## config.mk

```make
export PLATFORM = sky130hd
export DESIGN_NAME = adc_fft_frontend
export DESIGN_NICKNAME = d
export VERILOG_FILES = /design/src/rtl/adc_fe_pkg.sv /design/src/rtl/adc_fe_fifo.sv /design/src/rtl/adc_fft_frontend.sv
export SDC_FILE = /design/constraint.sdc
export NUM_CORES = 1
export LEC_CHECK = 0
export ABC_AREA = 1
export ABC_CLOCK_PERIOD_IN_PS = 7400
export CAP_MARGIN = 0
export CELL_PAD_IN_SITES_DETAIL_PLACEMENT = 0
export CELL_PAD_IN_SITES_GLOBAL_PLACEMENT = 1
export CORE_UTILIZATION = 47
export CTS_CLUSTER_DIAMETER = 120
export DETAILED_ROUTE_END_ITERATION = 10
export GPL_ROUTABILITY_DRIVEN = 1
export PLACE_DENSITY_LB_ADDON = 0.1
export SYNTH_ARGS = -nofsm -noshare
export SYNTH_HDL_FRONTEND = slang
export SYNTH_SLANG_ARGS = --single-unit
```

## constraint.sdc

```tcl
create_clock -name clk -period 7.4 [get_ports clk]
set_input_delay 0.74 -clock clk [delete_from_list [all_inputs] [get_ports clk]]
set_output_delay 0.74 -clock clk [all_outputs]
set_load 0.01 [all_outputs]
```

## src/rtl/adc_fe_pkg.sv

```systemverilog
// adc_fe_pkg: shared constants and FSM state for the ADC-to-FFT front end
package adc_fe_pkg;
  localparam int OFFSET_BASELINE = 2048;
  localparam int OFFSET_EXPERIMENTAL = 740;
  localparam int DEC_MAX = 4;
  typedef enum logic {IDLE, RUN} state_t;
endpackage

```

## src/rtl/adc_fe_fifo.sv

```systemverilog
// adc_fe_fifo: synchronous show-ahead FIFO; the caller only asserts wr_en when
// there is room (or a read frees a slot in the same cycle).
module adc_fe_fifo #(
  parameter int WIDTH = 16,
  parameter int DEPTH = 4
) (
  input  logic             clk,
  input  logic             reset_n,
  input  logic             wr_en,
  input  logic [WIDTH-1:0] wr_data,
  input  logic             rd_en,
  output logic [WIDTH-1:0] rd_data,
  output logic             full,
  output logic             empty
);
  localparam int AW = $clog2(DEPTH);
  logic [WIDTH-1:0] r_mem [DEPTH];
  logic [AW:0] r_wr_ptr, r_rd_ptr;
  assign empty = r_wr_ptr == r_rd_ptr;
  assign full = r_wr_ptr == {~r_rd_ptr[AW], r_rd_ptr[AW-1:0]};
  assign rd_data = empty ? '0 : r_mem[r_rd_ptr[AW-1:0]];
  always_ff @(posedge clk)
    if (wr_en) r_mem[r_wr_ptr[AW-1:0]] <= wr_data;
  always_ff @(posedge clk or negedge reset_n)
    if (!reset_n) begin
      r_wr_ptr <= '0;
      r_rd_ptr <= '0;
    end else begin
      if (wr_en) r_wr_ptr <= r_wr_ptr + 1'b1;
      if (rd_en && !empty) r_rd_ptr <= r_rd_ptr + 1'b1;
    end
endmodule

```

## src/rtl/adc_fft_frontend.sv

```systemverilog
// adc_fft_frontend: averages one selected ADC channel, removes its offset,
// optionally saturates, tags frame boundaries and buffers for an Avalon-ST FFT sink.
module adc_fft_frontend
  import adc_fe_pkg::*;
#(
  parameter int DATA_W = 12,
  parameter int NUM_CH = 2,
  parameter int FRAME_LEN = 1024,
  parameter int FIFO_DEPTH = 4,
  parameter int OFFSET_RST = OFFSET_BASELINE + OFFSET_EXPERIMENTAL,
  localparam int CH_W = (NUM_CH > 1) ? $clog2(NUM_CH) : 1
) (
  input  logic                     clk,
  input  logic                     reset_n,
  input  logic                     en,
  input  logic                     adc_valid,
  input  logic [NUM_CH*DATA_W-1:0] adc_data,
  input  logic [CH_W-1:0]          ch_sel,
  input  logic [2:0]               decim,
  input  logic                     sat_en,
  input  logic                     cfg_we,
  input  logic [CH_W-1:0]          cfg_ch,
  input  logic [DATA_W-1:0]        cfg_offset,
  output logic [DATA_W-1:0]        src_data,
  output logic                     src_valid,
  input  logic                     src_ready,
  output logic                     src_sop,
  output logic                     src_eop,
  output logic [CH_W-1:0]          src_ch,
  output logic                     sat_flag,
  output logic                     ovr_flag,
  output logic                     busy
);
  localparam int ACC_W = DATA_W + 4;
  localparam int FI_W = $clog2(FRAME_LEN);
  localparam int PW = DATA_W + CH_W + 2;
  state_t r_state;
  logic [ACC_W-1:0] r_acc;
  logic [3:0] r_cnt;
  logic [CH_W-1:0] r_gch, r_a_ch, r_d_ch;
  logic [2:0] r_gdec;
  logic r_a_vld, r_d_vld, r_sat, r_ovr;
  logic [DATA_W-1:0] r_avg, r_d_data;
  logic [DATA_W-1:0] r_offset [NUM_CH];
  logic [FI_W-1:0] r_fidx;
  logic w_first, w_stb, w_last, w_ovf, w_wr, w_rd, w_full, w_empty, w_sop, w_eop;
  logic [CH_W-1:0] w_ch;
  logic [2:0] w_dec_in, w_dec;
  logic [3:0] w_len_m1;
  logic [ACC_W-1:0] w_sum;
  logic [DATA_W:0] w_diff;
  logic [DATA_W-1:0] w_clamp;
  logic [PW-1:0] w_rd_data;
  // Channel and exponent come straight from the ports on a group's first strobe.
  assign w_first = r_cnt == '0;
  assign w_ch = w_first ? ch_sel : r_gch;
  assign w_dec_in = w_first ? decim : r_gdec;
  assign w_dec = (w_dec_in > 3'(DEC_MAX)) ? 3'(DEC_MAX) : w_dec_in;
  assign w_len_m1 = 4'((5'd1 << w_dec) - 5'd1);
  assign w_sum = r_acc + ACC_W'(adc_data[w_ch*DATA_W +: DATA_W]);
  assign w_stb = r_state == RUN && adc_valid;
  assign w_last = r_cnt == w_len_m1;
  always_ff @(posedge clk or negedge reset_n)
    if (!reset_n) begin
      r_acc <= '0;
      r_cnt <= '0;
      r_gch <= '0;
      r_gdec <= '0;
      r_a_vld <= 1'b0;
      r_avg <= '0;
      r_a_ch <= '0;
    end else begin
      r_a_vld <= w_stb && w_last;
      if (r_state == IDLE) begin
        r_acc <= '0;
        r_cnt <= '0;
      end else if (w_stb) begin
        r_acc <= w_last ? '0 : w_sum;
        r_cnt <= w_last ? '0 : r_cnt + 4'd1;
        r_gch <= w_ch;
        r_gdec <= w_dec;
        if (w_last) begin
          r_avg <= DATA_W'(w_sum >> w_dec);
          r_a_ch <= w_ch;
        end
      end
    end
  assign w_diff = {1'b0, r_avg} - {1'b0, r_offset[r_a_ch]};
  assign w_ovf = w_diff[DATA_W] ^ w_diff[DATA_W-1];
  assign w_clamp = {w_diff[DATA_W], {(DATA_W-1){~w_diff[DATA_W]}}};
  always_ff @(posedge clk or negedge reset_n)
    if (!reset_n) begin
      r_d_vld <= 1'b0;
      r_d_ch <= '0;
      r_d_data <= '0;
      r_sat <= 1'b0;
    end else begin
      r_d_vld <= r_a_vld;
      r_d_ch <= r_a_ch;
      r_d_data <= (sat_en && w_ovf) ? w_clamp : w_diff[DATA_W-1:0];
      if (r_a_vld && sat_en && w_ovf) r_sat <= 1'b1;
    end
  always_ff @(posedge clk or negedge reset_n)
    if (!reset_n) begin
      for (int i = 0; i < NUM_CH; i++) r_offset[i] <= DATA_W'(OFFSET_RST);
    end else if (cfg_we) begin
      r_offset[cfg_ch] <= cfg_offset;
    end
  // Writes are suppressed in IDLE so samples trailing a finished frame never leak out.
  assign w_rd = src_valid && src_ready;
  assign w_wr = r_d_vld && r_state == RUN && (!w_full || w_rd);
  assign w_sop = r_fidx == '0;
  assign w_eop = r_fidx == FI_W'(FRAME_LEN - 1);
  always_ff @(posedge clk or negedge reset_n)
    if (!reset_n) begin
      r_state <= IDLE;
      r_fidx <= '0;
      r_ovr <= 1'b0;
    end else begin
      r_state <= (r_state == IDLE) ? (en ? RUN : IDLE) : ((!en && w_wr && w_eop) ? IDLE : RUN);
      if (w_wr) r_fidx <= r_fidx + 1'b1;
      if (r_d_vld && r_state == RUN && !w_wr) r_ovr <= 1'b1;
    end
  adc_fe_fifo #(.WIDTH(PW), .DEPTH(FIFO_DEPTH)) u_fifo (
    .clk(clk),
    .reset_n(reset_n),
    .wr_en(w_wr),
    .wr_data({r_d_ch, w_sop, w_eop, r_d_data}),
    .rd_en(src_ready),
    .rd_data(w_rd_data),
    .full(w_full),
    .empty(w_empty)
  );
  assign {src_ch, src_sop, src_eop, src_data} = w_rd_data;
  assign src_valid = !w_empty;
  assign busy = r_state == RUN;
  assign sat_flag = r_sat;
  assign ovr_flag = r_ovr;
endmodule

```

## Yosys cells after proc, flatten, opt, wreduce, memory -nomap -nowiden

Memory sizes are Yosys's and may differ from the RTL's.
Cells that the tools add are included.

| storage, ports and cells | value |
|---|---|
| flip-flop bits (word level) | 95 |
| bits in writable memories | 60 |
| bits of input ports | 48 |
| output and inout port bits | 19 |
| word-level logic and storage cells | 87 |
| memories kept | 1 |

| cells by class | value |
|---|---|
| add/subtract/negate cells | 7 |
| multipliers | 1 |
| $lt $le $gt $ge | 4 |
| equality and inequality tests | 5 |
| shift operators | 3 |
| mux-type cells | 22 |
| bitwise logic cells | 5 |
| reductions and logical operators | 21 |

Memories:

| memory | words | width | rd ports | clocked after memory_dff | write ports | line | RTL |
|---|---|---|---|---|---|---|---|
| u_fifo.r_mem | 4 | 15 | 1 | 0 | 1 | adc_fe_fifo.sv:17 | `logic [WIDTH-1:0] r_mem [DEPTH];` |

Operators with widths:

| operator | count |
|---|---|
| 12-bit 2-to-1 mux | 5 |
| 16-bit 2-to-1 mux | 3 |
| 24-bit bitwise mux | 1 |
| 24-bit by 6-bit variable part select with 12-bit output | 1 |
| 16-bit by 12-bit adder with 16-bit output | 1 |
| 16-bit by 3-bit right shift with 12-bit output | 1 |
| 15-bit 2-to-1 mux | 1 |
| 12-bit by 12-bit subtractor with 13-bit output | 1 |
| 12-bit demux with 1-bit select | 1 |
| 1-bit logical AND | 12 |
| 4-bit 2-to-1 mux | 3 |
| 10-bit by 1-bit adder with 10-bit output (second input constant) | 1 |
| 10-bit equality test (second input constant) | 1 |
| 10-bit zero test | 1 |
| 3-bit by 1-bit adder with 3-bit output (second input constant) | 2 |
| 3-bit equality test | 2 |
| 1-bit 2-to-1 mux | 6 |
| 3-bit 2-to-1 mux | 2 |
| 4-bit by 1-bit adder with 4-bit output (second input constant) | 1 |
| 4-bit equality test | 1 |
| 2-bit greater-or-equal comparator (second input constant) | 2 |
| 1-bit zero test | 4 |
| 4-bit zero test | 1 |
| 1-bit inverter with 2-bit output | 2 |
| 11 further kinds | 12 |

## Longest topological paths before layout

Gate-level depths: netlist of the first run.

| depth | value |
|---|---|
| depth after elaboration | 10 |
| gate-level depth with buffers | 24 |
| gate-level depth less buffers | 23 |

## Modules after synthesis

A second synthesis of the first run with hierarchy kept.

| unflattened totals | value |
|---|---|
| cells, all modules | 1045 |
| area total of the unflattened synthesis | 8650.8 um^2 |

Modules (own cells, without submodules):

| module | times used | cells an instance | area each (um^2) | seq. area each (um^2) |
|---|---|---|---|---|
| adc_fft_frontend | 1 | 800 | 5886.9 | 2242.2 |
| adc_fe_fifo | 1 | 245 | 2763.9 | 1951.9 |

## Least setup slack after synthesis of the first run

OpenSTA, ideal clock, no wires.

| timing path | value |
|---|---|
| path type | reg2reg |
| start point | register r_cnt[0] |
| end point | register r_avg[5] |
| setup time | 0.117 ns |
| arrival time | 2.941 ns |
| data required time | 7.283 ns |
| setup slack | 4.343 ns |
| stages on the path, launching flop included | 21 |
| path buffers | 1 |
| period minus slack after synthesis | 3.057 ns |
| cells stage by stage | dfrtp_1 inv_1 ha_1 nand3_1 nand2_1 inv_1 clkbuf_1 nand2_1 nand2_1 ha_1 fa_1 nand3_1 nand3_1 nand2_1 nand2_1 xnor2_1 nand2_1 nand3_1 nand3_1 nand2_1 nand2_1 |

| on the way | value |
|---|---|
| cells in the longest elaborated chain, start to end | 8 |
| elaborated cells on any way between the ends | 13 |
| those cells by class | add/sub (2); mul (1); order compare (1); eq/ne (1); shift (3); mux (3); reduce/logical (2) |

RTL lines:

| what | line | RTL |
|---|---|---|
| from (decl) | adc_fft_frontend.sv:39 | `logic [3:0] r_cnt;` |
| from (signal assigned) | adc_fft_frontend.sv:79 | `r_cnt <= w_last ? '0 : r_cnt + 4'd1;` |
| parallel branches: the longest is 8 deep, another holds 16-bit by 12-bit adder with 16-bit output | - |  |
| to (signal assigned) | adc_fft_frontend.sv:83 | `r_avg <= DATA_W'(w_sum >> w_dec);` |
| to (decl) | adc_fft_frontend.sv:43 | `logic [DATA_W-1:0] r_avg, r_d_data;` |

Parallel ways; which one is timed is not known.
A chain may end at the register's enable or synchronous reset.

## Worst setup path in the final report of the first run

| timing path | value |
|---|---|
| start point | register u_fifo.r_rd_ptr[0] |
| end point | output src_data[2] |

| on the way | value |
|---|---|
| cells in the longest elaborated chain, start to end | 2 |
| elaborated cells on any way between the ends | 3 |
| those cells by class | eq/ne (1); mux (1); memory (1) |

RTL lines:

| what | line | RTL |
|---|---|---|
| from (decl) | adc_fe_fifo.sv:18 | `logic [AW:0] r_wr_ptr, r_rd_ptr;` |
| from (signal assigned) | adc_fe_fifo.sv:30 | `if (rd_en && !empty) r_rd_ptr <= r_rd_ptr + 1'b1;` |
| memory 4 x 15 bit or 3-bit equality test (tied branches) | - |  |
| 15-bit 2-to-1 mux (*) | adc_fe_fifo.sv:21 | `assign rd_data = empty ? '0 : r_mem[r_rd_ptr[AW-1:0]];` |
| to (decl) | adc_fft_frontend.sv:24 | `output logic [DATA_W-1:0] src_data,` |

Mark *: on every way between the ends. The rest lies on a longest branch, timed or not.

==> flow_metrics.tcl, run 1 <==
set metrics [dict create \
    core-area_sq_mm 0.01748 \
    grt-ovfl-total 0 \
    setup_viol 0 \
    die_x_um 136.5 \
    grt_max_degree 76 \
    post-route-min-period_ns 3.897 \
    clkLatencyLatePin_ns 0.42 \
    status "completed" \
    critPathMaxFanout 33 \
    synth_edf_count 60 \
    antenna_cells 0 \
    vias_per_cell 5.045 \
    crit_path_end_kind "primary output" \
    cts_tree "built" \
    drt_iter0_drc 305 \
    clk_pin_slew_ns 0.07 \
    rsz0062_at_grt "no" \
    num_rows 48 \
    syn_nets 1093 \
    initial_utilization_pct 48.65 \
    cp.required_ns 6.66 \
    place_hpwl_um 13050 \
    async_flop_share_pct 61.29 \
    vias 6599 \
    syn_avg_cell_area_sq_um 8.443 \
    reg2reg_depth 17 \
    ys_ff_latch 155 \
    yosysWarnings 0 \
    syn-cell-area_sq_mm 0.008502 \
    htreeDepth 4 \
    final_cell_mix "308 x nand2_1, 112 x inv_1, 83 x dfrtp_1, 82 x nor2_1, 75 x nand3_1" \
    fin_skew_ns 0.01078 \
    io_pins 67 \
    syn_to_final_growth_pct 16.97 \
    gp_congestion 0.8636 \
    combPwrFrac_pct 53.3 \
    hp-class "primary input to asynchronous set/reset pin" \
    post_cts_resize_count 0 \
    cts_setup_buffers 0 \
    cts-root-buf "clkbuf_16" \
    hold_viol_final 0 \
    fillers 1605 \
    final.period_utilization_pct 52.66 \
    vdd_ir_drop_max_mv 0.3128 \
    synth_compound_area_share_pct 8.227 \
    r2r-end "r_avg[3]" \
    p_switching_mw 2.162 \
    cts_made_buffers 17 \
    drv_cap 0 \
    cts_buffer_depth 2 \
    power_density_mw_per_mm2 478.5 \
    grt_pass1_vias 6232 \
    wl_per_cell_um 14.09 \
    leakage_nw 4.655 \
    synthXorXnorAreaFrac_pct 3.091 \
    yosysSeqAreaShare_pct 49.33 \
    synthAdderAreaFrac_pct 5.769 \
    r2r_slack_ns 3.70 \
    clock-sinks 155 \
    ys.flop_type "dfrtp_1" \
    layout-drive-gt1-share_pct 7.202 \
    drc 0 \
    yosys.area_share.simple_pct 25.45 \
    synth_top_family_by_area "simple AND/OR/NAND/NOR gates" \
    antenna_found_initial 0 \
    netlist-cell-type-count 47 \
    final_common_cell "nand2_1" \
    track_usage_pct 21.21 \
    nNetsFinal 1156 \
    muxShareOfSynthArea_pct 1.310 \
    worstReg2RegStart "r_cnt[0]" \
    max_freq_mhz 256.6 \
    finalInstanceArea_sq_mm 0.009945 \
    grt_pass1_wl_um 30610 \
    dieArea_sq_mm 0.01863 \
    cp-endpoint "src_data[2]" \
    cp-startpoint "u_fifo.r_rd_ptr[0]" \
    routed_wl_um 18430 \
    pwr-share-clk_pct 17.9 \
    holdBufCountCts 0 \
    cp.arrival_ns 3.16 \
    detailed_place.area_sq_mm 0.009363 \
    fp.dieH_um 136.5 \
    switching_share_pct 45.43 \
    numPortBuffers 66 \
    postSynthCellCount 1007 \
    critical_path_class "register to primary output" \
    worstSetupStartpointType "register" \
    seqPwrFrac_pct 28.8 \
    tns_ns 0 \
    tightestPinTransition_ns 1.011 \
    intPower_mw 2.596 \
    slew_headroom_pct 32.58 \
    drtAntennaViolNets 0 \
    report.final.slew_viol_count 0 \
    firstDrtPassIters 5 \
]
worst max-delay path, cell delays in order, from the launching register on:
cell and delay (ns):
dfrtp_1 0.37, buf_4 0.23, inv_2 0.46, nand2_1 0.11, a21oi_1 0.29, nand2_1 0.49, nand2_1 0.20, inv_1 0.08
clkdlybuf4s50_1 0.48
power groups by stage:
stage	sequential, mW	combinational, mW	clock (mW)
6_report	1.37	2.53	0.853
2_1_floorplan	1.31	1.92	0
5_1_grt	1.40	2.90	0.907
4_1_cts	1.37	2.56	0.872
3_3_place_gp	1.38	2.53	0
3_5_place_dp	1.38	2.54	0
logic make-up after synthesis:
logic type,after synthesis
simple gates,507
xor+xnor,30
buf+inv,146
flops,155
fa+ha+maj,38
compound gates,120
mux,11
metrics by stage:
step | util (%) | setup WS [ns] | instances | hold slack [ns] | power, mW
CTS | 56.90 | 3.422 | 1308 | 0.1755 | 4.802
global route | 56.90 | 3.156 | 1308 | 0.1891 | 5.207
detailed placement | 53.57 | 3.454 | 1276 | 0.3859 | 3.928
global placement | 53.57 | 3.536 | 1276 | 0.3608 | 3.914
floorplan | - | 4.343 | 1007 | 0.3519 | 3.224
finish | 56.90 | 3.503 | 1308 | 0.1873 | 4.758
Yosys cell counts, types with 3 or more instances:
library cell	n	area share (%)
nand2_1	308	14
inv_1	112	4.9
nor2_1	85	3.8
dfrtp_1	83	24
nand3_1	75	4.4
o21ai_0	61	3.6
edfxtp_1	60	21
ha_1	36	5.3
clkbuf_1	19	0.84
a21oi_1	18	1.1
xor2_1	17	1.8
o32ai_1	15	1.5
xnor2_1	13	1.3
dfstp_2	12	3.7
mux2i_1	10	1.2
nand4_1	10	0.74
o21ai_1	9	0.53
and2_1	5	0.37
inv_2	5	0.22
nor3_1	5	0.29
nand2_4	4	0.53
o211ai_1	4	0.35
o21bai_1	4	0.35
buf_2	3	0.18
nand2_2	3	0.22
nor2_4	3	0.40
cell type report:
cell class                 instances  area, sq um  share of cell area [%]
multi-input combinational        706         3735                   37.56
timing repair buffer              71        695.7                   6.995
clock buffer                      17        425.4                   4.278
clock inverter                    15        156.4                   1.573
tap                              225        281.5                   2.831
inverter                         119        456.7                   4.592
sequential                       155         4194                   42.17
state kept, by name (all words and copies together) (netlist names), 4 cells and up:
register      flops
u_fifo.r_mem     60
r_cnt             4
r_offset         24
r_acc            16
r_fidx           10
r_d_data         12
r_avg            12
worst min-delay path by stage:
stage | startpoint | endpoint | depth (start not counted)
after floorplan | r_a_ch | r_d_ch | 0
after global placement | r_a_vld | r_d_vld | 0
after detailed placement | r_a_vld | r_d_vld | 0
after CTS | reset_n | r_fidx[9] | 1
after global routing | reset_n | r_fidx[7] | 1
final | reset_n | r_fidx[9] | 1
routing by layer:
| metal | up-vias | GRT usage, % | routed length, um |
|---|---|---|---|
| met1 | 3080 | 28.50 | 8962 |
| met3 | 12 | 4.111 | 458 |
| met4 | 0 | 5.062 | 162 |
| met2 | 86 | 35.19 | 8843 |
| met5 | - | 0 | 0 |
| li1 | 3421 | - | - |
(Power assumes the default switching activity.)
==> run 2: changes to the inputs <==
- ABC_CLOCK_PERIOD_IN_PS: 7400 -> 4000
- CORE_UTILIZATION: 47 -> 45
- clock period: 7.4 -> 4 ns (I/O delays scaled with it)
==> flow_metrics.tcl, run 2 (synthesized netlist as in run 1, its figures left out) <==
set metrics [dict create \
    cp.required_ns 4.31 \
    vias_per_cell 5.046 \
    cp_slowest_cell "dfrtp_1" \
    largest_reg_flops 60 \
    fin_ws_ns 0.5744 \
    grt_pass1_vias 6324 \
    htreeDepth 4 \
    clkLatencyLatePin_ns 0.42 \
    cts_tree "built" \
    drt_iter0_drc 350 \
    num_rows 49 \
    dieArea_sq_mm 0.01945 \
    drc 0 \
    fin_skew_ns 0.01056 \
    nNetsFinal 1162 \
    max_freq_mhz 291.9 \
    post_cts_resize_count 0 \
    clk_pin_slew_ns 0.07 \
    power_density_mw_per_mm2 882.5 \
    grt-ovfl-total 0 \
    firstDrtPassIters 5 \
    core-area_sq_mm 0.01821 \
    cp.arrival_ns 3.74 \
    drv_cap 0 \
    hp-class "primary input to asynchronous set/reset pin" \
    initial_utilization_pct 46.69 \
    io_pins 67 \
    worstSetupStartpointType "register" \
    crit_path_end_kind "register" \
    critPathMaxFanout 14 \
    hold_viol_final 0 \
    post-route-min-period_ns 3.426 \
    cts_setup_buffers 0 \
    intPower_mw 4.796 \
    gp_congestion 0.8292 \
    place_ws_ns 0.5936 \
    tns_ns 0 \
    layout-drive-gt1-share_pct 7.346 \
    track_usage_pct 20.82 \
    switching_share_pct 45.47 \
    numPortBuffers 66 \
    grt_pass1_wl_um 31710 \
    fp.dieH_um 139.5 \
    crit_chain "inv_1, ha_1, nand3_1, nand2_1, inv_1, nand2_1, nand2_1, ha_1, fa_1, nand3_1, nand3_1, nand2_1, nand2_1, xnor2_1, nand2_1, nand3_1, nand3_1, nand2_1, nand2_1" \
    cts_buffer_depth 2 \
    syn_to_final_growth_pct 17.22 \
    pwr-share-clk_pct 17.4 \
    drtAntennaViolNets 0 \
    holdBufCountCts 0 \
    place_hpwl_um 13380 \
    grt_busiest_layer "met2" \
    cts-root-buf "clkbuf_16" \
    final.period_utilization_pct 85.64 \
    leakage_nw 4.702 \
    p_switching_mw 3.999 \
    critical_path_class "register to register" \
    grt_max_degree 72 \
    globalRouteMet2Util_pct 33.62 \
    combPwrFrac_pct 54.3 \
    fin_hold_ws_ns 0.1194 \
    vdd_ir_drop_max_mv 0.4116 \
    antenna_cells 0 \
    met3_usage_pct 3.957 \
    utilization_pct 54.73 \
    total_power_mw 8.795 \
    clock-sinks 155 \
    met1_usage_pct 27.78 \
    vias 6650 \
    antenna_found_initial 0 \
    final_common_cell "nand2_1" \
    seqPwrFrac_pct 28.3 \
    routed_wl_um 18620 \
    final_cell_mix "308 x nand2_1, 112 x inv_1, 85 x nor2_1, 83 x dfrtp_1, 75 x nand3_1" \
    slowest_delay_ns 0.45 \
    report.final.slew_viol_count 0 \
    wl_per_cell_um 14.12 \
    status "completed" \
    die_x_um 139.5 \
    slew_headroom_pct 36.22 \
    crit_top_cell "nand2_1" \
    setup_viol 0 \
    rsz0062_at_grt "no" \
    cts_made_buffers 17 \
    tightestPinTransition_ns 0.9567 \
]
-- run 2: changes by cell type in the layout (fill, tap and decap cells not counted), sizes merged --
cell      before  now
clkinvlp       5    0
clkbuf        17   20
inv          125  128
buf            6   12
bufinv         1    0
-- run 2: area by class of cell --
class / count / area [sq um]
tap: 229 / 286.5
clock buffer: 20 / 459.2
inverter: 119 / 456.7
timing repair buffer: 77 / 740.7
fill: 1710 / 8243
sequential: 155 / 4194
clock inverter: 12 / 101.3
multi-input combinational: 706 / 3727
-- run 2: path summary, 6_finish.rpt --
path,start,to,slack (ns),cells past startpoint
max,r_cnt[1],r_avg[5],0.57,19
min,reset_n,r_fidx[5],0.12,1
max reg2reg,r_cnt[1],r_avg[5],0.57,19
min reg2reg,r_a_vld,r_d_vld,0.40,0
max in group asynchronous,reset_n,r_offset[19],2.89,2
min in group clk,r_a_vld,r_d_vld,0.40,0
-- run 2: routing by layer --
layer	up-vias	share of wire, %
met5	-	0
met4	0	2.4
met3	32	2.7
met2	100	47
met1	3091	48
li1	3427	-
-- run 2: critical path: cells and delay by family (launching register included) --
kind | cells | cell delay (ns)
simple gates | 13 | 1.22
buf+inv | 2 | 0.30
xor+xnor | 1 | 0.29
fa+ha+maj | 3 | 1.04
flops | 1 | 0.45
-- run 2: stage by stage --
step	std cells	area, sq um
3_5_place_dp	1286	9405
3_3_place_gp	1286	9405
5_1_grt	1318	9966
4_1_cts	1318	9966
6_report	1318	9966
2_1_floorplan	1007	8502
-- run 2: power by group through the flow --
stage,logic (mW),registers (mW),clock network [mW]
2_1_floorplan,3.54,2.42,0
3_3_place_gp,4.78,2.51,0
3_5_place_dp,4.80,2.51,0
4_1_cts,4.82,2.49,1.57
5_1_grt,5.49,2.54,1.64
6_report,4.77,2.49,1.53
==> run 3: changes to the inputs <==
- ABC_CLOCK_PERIOD_IN_PS: 4000 -> 4200
- CORE_UTILIZATION: 45 -> 47
- SYNTH_HIERARCHICAL: default -> 1
- clock period: 4 -> 4.2 ns (I/O delays scaled with it)
==> flow_metrics.tcl, run 3 <==
set metrics [dict create \
    final.period_utilization_pct 85.04 \
    nNetsFinal 1196 \
    io_pins 67 \
    syn-cell-area_sq_mm 0.008651 \
    drtAntennaViolNets 0 \
    largest_reg_flops 60 \
    yosysWarnings 6 \
    fin_skew_ns 0.01419 \
    leakage_nw 4.844 \
    fin_ws_ns 0.6285 \
    status "completed" \
    yosysTopAreaCellShare_pct 24.01 \
    power_density_mw_per_mm2 841.5 \
    syn_avg_cell_area_sq_um 8.278 \
    cts_setup_buffers 0 \
    drt_iter0_drc 328 \
    grt_pass1_vias 6319 \
    grt_pass1_wl_um 31680 \
    final_common_cell "nand2_1" \
    syn_nets 1131 \
    clock-sinks 155 \
    fp.dieH_um 137.7 \
    crit_path_end_kind "register" \
    setup_viol 0 \
    dieArea_sq_mm 0.01895 \
    netlist-cell-type-count 44 \
    critical_path_class "register to register" \
    antenna_cells 0 \
    place_ws_ns 0.6624 \
    worstSetupStartpointType "register" \
    holdBufCountCts 0 \
    utilization_pct 56.11 \
    vdd_ir_drop_max_mv 0.6311 \
    yosysMostFrequentCell "nand2_1" \
    syn_to_final_growth_pct 16.91 \
    cts_buffer_depth 2 \
    multiInputGateArea_sq_mm 0.003840 \
    htreeDepth 4 \
    post-route-min-period_ns 3.571 \
    final-seq-area_sq_mm 0.004194 \
    finalInstanceArea_sq_mm 0.01011 \
    yosys-top-cells-count "319 x nand2_1, 119 x inv_1, 85 x nand3_1" \
    core-area_sq_mm 0.01802 \
    synth_area_leaders "dfrtp_1 24%, edfxtp_1 21%, nand2_1 14%, ha_1 5.2%, inv_1 5.2%" \
    cp.required_ns 4.52 \
    cts_tree "built" \
    layout-drive-gt1-share_pct 7.658 \
    synth_top_area_cell "dfrtp_1" \
    critPathMaxFanout 14 \
    report.final.slew_viol_count 0 \
    cp.arrival_ns 3.89 \
    grt-ovfl-total 0 \
    tns_ns 0 \
    gp_congestion 0.8780 \
    initial_utilization_pct 47.99 \
    die_x_um 137.7 \
    ys.flop_type "dfrtp_1" \
    numPortBuffers 66 \
    hp-class "primary input to asynchronous set/reset pin" \
    ys_ff_latch 155 \
    drc 0 \
    rsz0062_at_grt "no" \
    postSynthCellCount 1045 \
    antenna_found_initial 0 \
    hold_viol_final 0 \
    wl_per_cell_um 14.09 \
    routed_wl_um 19050 \
    clkLatencyLatePin_ns 0.43 \
    place_hpwl_um 13650 \
    synth_edf_count 60 \
    vias 6708 \
    post_cts_resize_count 0 \
    detailed_place.area_sq_mm 0.009517 \
    async_flop_share_pct 61.29 \
    yosysSeqAreaShare_pct 48.48 \
    num_rows 49 \
    vias_per_cell 4.962 \
    grt_max_degree 75 \
    final_cell_mix "319 x nand2_1, 119 x inv_1, 85 x nand3_1, 83 x dfrtp_1, 80 x nor2_1" \
    firstDrtPassIters 5 \
    track_usage_pct 21.87 \
    drv_cap 0 \
    cts_made_buffers 17 \
    slew_headroom_pct 35.26 \
    fillers 1701 \
    cts-root-buf "clkbuf_16" \
    tightestPinTransition_ns 0.9712 \
    clk_pin_slew_ns 0.07 \
    max_freq_mhz 280.0 \
]
==> run 3: cell types whose count changed after synthesis, moves of 4 or more <==
cell      change
o21ai_1       +5
o22ai_2       +4
clkbuf_1      -8
o21ai_2       +6
xnor2_1       -5
nor2_1        -5
o32ai_1      -15
buf_2         +9
nand3_1      +10
nand2_1      +11
o21ai_0      +17
inv_1         +7
==> run 3: final timing paths <==
check / start / to / slack [ns] / depth (start not counted)
setup / recovery: r_cnt[1] / r_avg[6] / 0.63 / 19
hold / removal: reset_n / r_fidx[4] / 0.13 / 1
setup reg to reg: r_cnt[1] / r_avg[6] / 0.63 / 19
hold reg to reg: r_a_vld / r_d_vld / 0.45 / 0
max in group asynchronous: reset_n / r_offset[6] / 3.10 / 2
min in group clk: r_a_vld / r_d_vld / 0.45 / 0
==> run 3: per-layer routing <==
metal / vias to the layer above / global-route usage (%) / share of wire [%]
li1: 3516 / - / -
met1: 3069 / 29.60 / 50
met2: 105 / 35.51 / 46
met3: 18 / 3.532 / 2.5
met4: 0 / 7.326 / 1.7
met5: - / 0 / 0
==> run 3: power breakdown <==
| group | internal (mW) | switching [mW] | total (mW) |
|---|---|---|---|
| Clock | 0.896 | 0.666 | 1.56 |
| Combinational | 1.70 | 2.90 | 4.60 |
| Sequential | 2.05 | 0.298 | 2.35 |
==> run 3: layout make-up <==
| type | count | area share [%] |
|---|---|---|
| repair buffers | 75 | 7.176 |
| flip-flops and latches | 155 | 41.47 |
| well taps | 229 | 2.833 |
| clock inverters | 15 | 1.695 |
| inverters | 124 | 4.652 |
| multi-input cells | 737 | 37.97 |
| clock buffers | 17 | 4.206 |
==> run 3: cell families after synthesis <==
kind of cell	Yosys count	synth area share, %
DFF	155	48.48
adders and majority gates	38	5.670
buffers and inverters	153	7.130
muxes	10	1.157
AOI/OAI and AO/OA	137	8.982
and+or+nand+nor	524	25.74
xor gates and xnor gates	28	2.835
==> run 3: per-stage QoR <==
stage	hold slack, ns	power (mW)	std cells
CTS	0.1729	8.570	1352
detailed placement	0.4580	6.969	1320
global placement	0.4568	6.959	1320
floorplan	0.1244	5.707	1045
finish	0.1334	8.510	1352
global route	0.2163	9.311	1352
==> run 3: critical path, stage by stage (launching register included) <==
cell and delay, ns:
dfrtp_1 0.43, inv_1 0.15, ha_1 0.36, nand3_1 0.12
nand2_1 0.10, inv_1 0.21, nand2_1 0.12, nand2_1 0.06
ha_1 0.23, fa_1 0.44, nand3_1 0.10, nand3_1 0.16
nand2_1 0.10, nand2_1 0.06, xnor2_1 0.42, nand2_1 0.13
nand3_1 0.10, nand3_1 0.07, nand2_1 0.07, nand2_1 0.04
